$ cat src/rtl/alu_issue_queue.sv
// ---------------------------------------------------------------------------
// alu_issue_queue
//
// Issue stage in front of the 64-bit ALU. Compact operation requests are
// accepted over a valid/ready handshake, decoded into the ALU aluop/cin
// encoding at push time and buffered in a small FIFO. The head entry is
// presented show-ahead to the ALU operand/control inputs with its own
// valid/ready handshake so the ALU consumer can stall without losing work.
//
// Ports
//   clk, rst_n             : clock, asynchronous active-low reset
//   in_valid/in_ready      : request handshake (in_ready from registered state)
//   in_op[2:0]             : 0 AND,1 OR,2 ADD,3 SUB,4 SLT,5 NOR,6 NAND,7 illegal
//   in_a, in_b [W-1:0]     : request operands
//   out_valid/out_ready    : head-entry handshake towards the ALU
//   out_a, out_b [W-1:0]   : head operands (0 when out_valid is low)
//   out_aluop[3:0], out_cin: head decoded control (0 when out_valid is low)
//   count                  : current occupancy
//   err_illegal            : one-cycle pulse after an illegal request is taken
// ---------------------------------------------------------------------------
module alu_issue_queue #(
    parameter int W     = 64,
    parameter int DEPTH = 4
) (
    input  logic                       clk,
    input  logic                       rst_n,
    input  logic                       in_valid,
    output logic                       in_ready,
    input  logic [2:0]                 in_op,
    input  logic [W-1:0]               in_a,
    input  logic [W-1:0]               in_b,
    output logic                       out_valid,
    input  logic                       out_ready,
    output logic [W-1:0]               out_a,
    output logic [W-1:0]               out_b,
    output logic [3:0]                 out_aluop,
    output logic                       out_cin,
    output logic [$clog2(DEPTH):0]     count,
    output logic                       err_illegal
);

    localparam int PW = $clog2(DEPTH);
    localparam int CW = PW + 1;
    localparam logic [CW-1:0] FULL_C  = CW'(DEPTH);
    localparam logic [CW-1:0] ONE_C   = CW'(1);
    localparam logic [PW-1:0] PONE_C  = PW'(1);
    localparam logic [2:0]    ILLEGAL_C = 3'd7;

    // Decoded control word {aluop, cin} for a request opcode.
    function automatic logic [4:0] decode_op(input logic [2:0] op);
        logic [4:0] res;
        case (op)
            3'd0:    res = {4'b0000, 1'b0};  // AND
            3'd1:    res = {4'b0001, 1'b0};  // OR
            3'd2:    res = {4'b0010, 1'b0};  // ADD
            3'd3:    res = {4'b0110, 1'b1};  // SUB: b inverted, carry-in 1
            3'd4:    res = {4'b0111, 1'b1};  // SLT: subtract then take sign
            3'd5:    res = {4'b1100, 1'b0};  // NOR
            3'd6:    res = {4'b1101, 1'b0};  // NAND
            default: res = {4'b0000, 1'b0};  // illegal never gets stored
        endcase
        return res;
    endfunction

    logic [W-1:0]  a_mem_r     [DEPTH];
    logic [W-1:0]  b_mem_r     [DEPTH];
    logic [3:0]    aluop_mem_r [DEPTH];
    logic          cin_mem_r   [DEPTH];
    logic [PW-1:0] wptr_r;
    logic [PW-1:0] rptr_r;
    logic [CW-1:0] count_r;
    logic          err_r;

    logic          accept_s;
    logic          push_s;
    logic          pop_s;
    logic          illegal_s;
    logic [4:0]    dec_s;

    // Handshake qualifiers; in_ready deliberately ignores out_ready so a
    // full queue refuses a push even when a pop happens on the same edge.
    always_comb begin
        in_ready  = (count_r != FULL_C);
        out_valid = (count_r != {CW{1'b0}});
        accept_s  = in_valid && in_ready;
        illegal_s = accept_s && (in_op == ILLEGAL_C);
        push_s    = accept_s && (in_op != ILLEGAL_C);
        pop_s     = out_valid && out_ready;
        dec_s     = decode_op(in_op);
    end

    // Storage write port: decoded entry lands at the write pointer.
    always_ff @(posedge clk or negedge rst_n) begin
        if (!rst_n) begin
            for (int i = 0; i < DEPTH; i++) begin
                a_mem_r[i]     <= {W{1'b0}};
                b_mem_r[i]     <= {W{1'b0}};
                aluop_mem_r[i] <= 4'b0000;
                cin_mem_r[i]   <= 1'b0;
            end
        end else if (push_s) begin
            a_mem_r[wptr_r]     <= in_a;
            b_mem_r[wptr_r]     <= in_b;
            aluop_mem_r[wptr_r] <= dec_s[4:1];
            cin_mem_r[wptr_r]   <= dec_s[0];
        end else begin
            a_mem_r[wptr_r]     <= a_mem_r[wptr_r];
        end
    end

    // Pointers, occupancy and the registered illegal-request pulse.
    always_ff @(posedge clk or negedge rst_n) begin
        if (!rst_n) begin
            wptr_r  <= {PW{1'b0}};
            rptr_r  <= {PW{1'b0}};
            count_r <= {CW{1'b0}};
            err_r   <= 1'b0;
        end else begin
            err_r <= illegal_s;
            if (push_s) begin
                wptr_r <= wptr_r + PONE_C;
            end else begin
                wptr_r <= wptr_r;
            end
            if (pop_s) begin
                rptr_r <= rptr_r + PONE_C;
            end else begin
                rptr_r <= rptr_r;
            end
            case ({push_s, pop_s})
                2'b10:   count_r <= count_r + ONE_C;
                2'b01:   count_r <= count_r - ONE_C;
                default: count_r <= count_r;
            endcase
        end
    end

    // Show-ahead head view, forced to zero while the queue is empty.
    always_comb begin
        if (out_valid) begin
            out_a     = a_mem_r[rptr_r];
            out_b     = b_mem_r[rptr_r];
            out_aluop = aluop_mem_r[rptr_r];
            out_cin   = cin_mem_r[rptr_r];
        end else begin
            out_a     = {W{1'b0}};
            out_b     = {W{1'b0}};
            out_aluop = 4'b0000;
            out_cin   = 1'b0;
        end
    end

    assign count       = count_r;
    assign err_illegal = err_r;

endmodule

$ cat config.mk
export PLATFORM = sky130hd
export DESIGN_NAME = alu_issue_queue
export DESIGN_NICKNAME = d
export VERILOG_FILES = /design/src/rtl/alu_issue_queue.sv
export SDC_FILE = /design/constraint.sdc
export NUM_CORES = 1
export LEC_CHECK = 0
export ABC_CLOCK_PERIOD_IN_PS = 2200
export BUFFER_PORTS_ARGS = -buffer_cell sky130_fd_sc_hd__clkbuf_2
export CORE_MARGIN = 2
export CORE_UTILIZATION = 54
export DETAILED_ROUTE_END_ITERATION = 12
export PLACE_DENSITY = 0.88
export SKIP_CTS_REPAIR_TIMING = 1
export SLEW_MARGIN = 20
export SYNTH_ARGS = -nofsm -noshare
export SYNTH_HDL_FRONTEND = slang
export SYNTH_SLANG_ARGS = --single-unit
$ cat constraint.sdc
create_clock -name clk -period 2.2 [get_ports clk]
set_input_delay 0.22 -clock clk [delete_from_list [all_inputs] [get_ports clk]]
set_output_delay 0.22 -clock clk [all_outputs]
set_load 0.03 [all_outputs]
==> reports/qor.yml <==
p_seq_share_pct: 28.2
cts_sinks: 540
cts.htree.levels: 2
clkTransAtPathRegs_ns: 0.06
synth-edff-count: 0
syn_inst: 2059
timing.critical_path.to_type: "output port"
grt_max_degree: 134
synth_compound_area_share_pct: 10.8
internal_power_mw: 37.4
switching_power_mw: 28.0
syn_area_per_cell_um2: 14.0
die_area_um2: 55200
ys_ff_latch: 540
globalplace.congestion: 0.806
synth_xor_area_share_pct: 0.183
outcome: "finished with violations"
max-vdd-ir-drop_v: 0.00127
root_buffer: "clkbuf_16"
chipWidth_um: 235
die_height_um: 235
slew_violations: 0
crit_chain: "buf_12 -> buf_12 -> mux4_2 -> and2_1 -> clkbuf_2"
synth_warnings: 0
cts_tree: "done"
max_slew_margin_pct: 42.7
ioPinCount: 274
holdWs_ns: -0.0252
worst_slack_ns: -0.439
multi_input_area_um2: 13900
worst-path-max-fanout: 15
cp_common_cell: "buf_12"
slowest_stage: "mux4_2"
synth_fa_ha_area_share_pct: 0.287
power.static_leakage_nw: 14.5
async_flop_share_pct: 100
synth_flop_cell: "dfrtp_1"
drt_iter0_drc: 2369
cp.required_ns: 1.98
antenna_found_initial: 3
drv_cap: 0
hold_violations: 34
critical-path-max-stage-delay_ns: 0.54
dp_slack_ns: 0.0670
pwr-share-clk_pct: 14.9
violations: "negative hold slack, negative setup slack"
rows: 84
power_frac_comb_pct: 56.9
clk_path_buf_depth: 3
syn_to_final_growth_pct: 18.2
numCtsBuffers: 57
drtAntennaViolNets: 0
track_usage_pct: 27.6
final-seq-area_um2: 13500
start_util_pct: 54.7
n_fill_cell: 3414
wirelength_um: 82000
arrival_ns: 2.42
fmax_ghz: 0.379
clk_latency_ns: 0.63
dp_hpwl_um: 47100
grt_pass1_wl_um: 121000
startpoint_type: "flip-flop"
crit_buf_inv: 3
drt_pass1_iterations: 5
setup_violations: 133
critPathKind: "flip-flop to output port"
layout_min_cycle_time_ns: 2.64
ys_types: 40
tightest_slew_ns: 0.859
syn-num-nets: 2200
seq_area_frac_synth_pct: 46.9
numPortBuffers: 273
min_period_over_period_pct: 120
syn-cell-area_um2: 28800
pwr_density_cell_nw_per_um2: 1920
drive_gt1_share_pct: 41.6
grt_overflow: 0
core-area_um2: 52700
grt_pass1_vias: 21200
switching_share_pct: 42.8
final_nets: 2541
worst_path_dominant_cell_family: "buffers and inverters"
rsz0062_at_grt: "yes"
yosys-mux-area-fraction_pct: 28.1
min_path_type: "input port to flip-flop"
viasPerCell: 6.59
synth_top_family_by_area: "multiplexers"
yosys.area_share.simple_pct: 8.65
wire_per_inst_um: 26.2
fin_skew_ns: 0.0264
drc: 0
num_vias: 20700
-- stage by stage --
| stage | total power [mW] | instance area (um2) | utilization [%] | TNS, ns | cells |
|---|---|---|---|---|---|
| floorplan | 44.5 | 28800 | - | 0 | 2059 |
| global placement | 52.0 | 30900 | 58.7 | 0 | 2915 |
| detailed placement | 53.7 | 30900 | 58.7 | 0 | 2915 |
| CTS | 63.8 | 32800 | 62.3 | -54.09 | 3019 |
| global route | 68.2 | 34000 | 64.6 | -51.35 | 3134 |
| finish | 65.4 | 34000 | 64.6 | -45.47 | 3135 |
-- registers in the layout (all words and copies together) (netlist names) --
signal / count
a_mem_r: 256
aluop_mem_r: 16
b_mem_r: 256
cin_mem_r: 4
count: 3
err_illegal: 1
rptr_r: 2
wptr_r: 2
-- layout make-up --
| type | instances | share of cell area, % |
|---|---|---|
| inverters | 16 | 0.199 |
| flip-flops and latches | 540 | 39.8 |
| well taps | 688 | 2.53 |
| clock buffers | 92 | 5.20 |
| clock inverters | 12 | 0.338 |
| multi-input cells | 1306 | 40.8 |
| repair buffers | 479 | 11.1 |
| diodes | 2 | 0.0147 |
-- layout by cell type, fill, tap and decap left out, drive strengths merged --
cell / instances
a31oi: 260
nand4: 76
o2bb2ai: 8
clkbuf: 294
inv: 17
dfrtp: 540
mux2i: 2
and3: 5
fa: 1
nand2: 3
o21ai: 1
and2: 134
dlygate4sd3: 92
ha: 5
xor2: 3
nor3: 5
mux4: 197
a2bb2oi: 4
a22oi: 4
or3: 1
xnor2: 3
a21oi: 2
mux2: 257
diode: 2
o31ai: 64
clkinv: 10
nor2: 258
buf: 185
bufinv: 1
nand3: 7
nor3b: 2
a211oi: 4
-- cell usage after synthesis (18+ instances only) --
| library cell | count | area [um2] |
|---|---|---|
| buf_6 | 20 | 225 |
| a31oi_1 | 260 | 1630 |
| buf_2 | 43 | 215 |
| buf_4 | 18 | 135 |
| mux4_2 | 197 | 4440 |
| clkbuf_1 | 88 | 330 |
| mux2_2 | 61 | 687 |
| o31ai_4 | 60 | 1280 |
| dfrtp_1 | 540 | 13500 |
| nor2_1 | 258 | 968 |
| and2_1 | 134 | 838 |
| buf_12 | 20 | 400 |
| mux2_4 | 196 | 2940 |
| nand4_1 | 72 | 450 |
-- power groups by stage --
stage	logic, mW	clock network, mW	registers, mW
5_1_grt	39.0	10.2	19.0
2_1_floorplan	27.5	0	17.1
3_3_place_gp	34.4	0	17.6
3_5_place_dp	35.5	0	18.2
4_1_cts	35.9	9.78	18.2
6_report	37.2	9.76	18.5
-- kinds of logic after synthesis --
group | count (synthesis)
muxes | 456
adders and majority gates | 6
xor gates and xnor gates | 6
AOI/OAI and AO/OA | 347
buffers and inverters | 213
DFF | 540
and+or+nand+nor | 491
-- worst min-delay path: stages --
cell	delay, ns
clkbuf_2	0.08
nand4_1	0.15
a31oi_1	0.10
-- final timing paths --
| check | startpoint | end | slack (ns) | depth (start not counted) |
|---|---|---|---|---|
| min in group asynchronous | rst_n | b_mem_r[180]$_DFFE_PN0P_ | 0.17 | 2 |
| max | rptr_r[0]$_DFFE_PN0N_ | out_b[23] | -0.44 | 5 |
| min reg2reg | aluop_mem_r[12]$_DFFE_PN0P_ | aluop_mem_r[12]$_DFFE_PN0P_ | 0.49 | 1 |
| max in group asynchronous | rst_n | b_mem_r[187]$_DFFE_PN0P_ | 1.12 | 3 |
| min | in_a[45] | a_mem_r[45]$_DFFE_PN0P_ | -0.03 | 3 |
| max reg2reg | count[2]$_DFFE_PN0P_ | count[1]$_DFFE_PN0P_ | 0.01 | 7 |
-- per-layer routing --
metal	up-vias	routed length, um	global-route usage, %
met5	-	13	0
met4	2	3630	10.8
met3	302	6640	4.93
met2	1232	40300	44.9
met1	10600	31400	37.1
li1	8507	-	-
(Power assumes the default switching activity.)
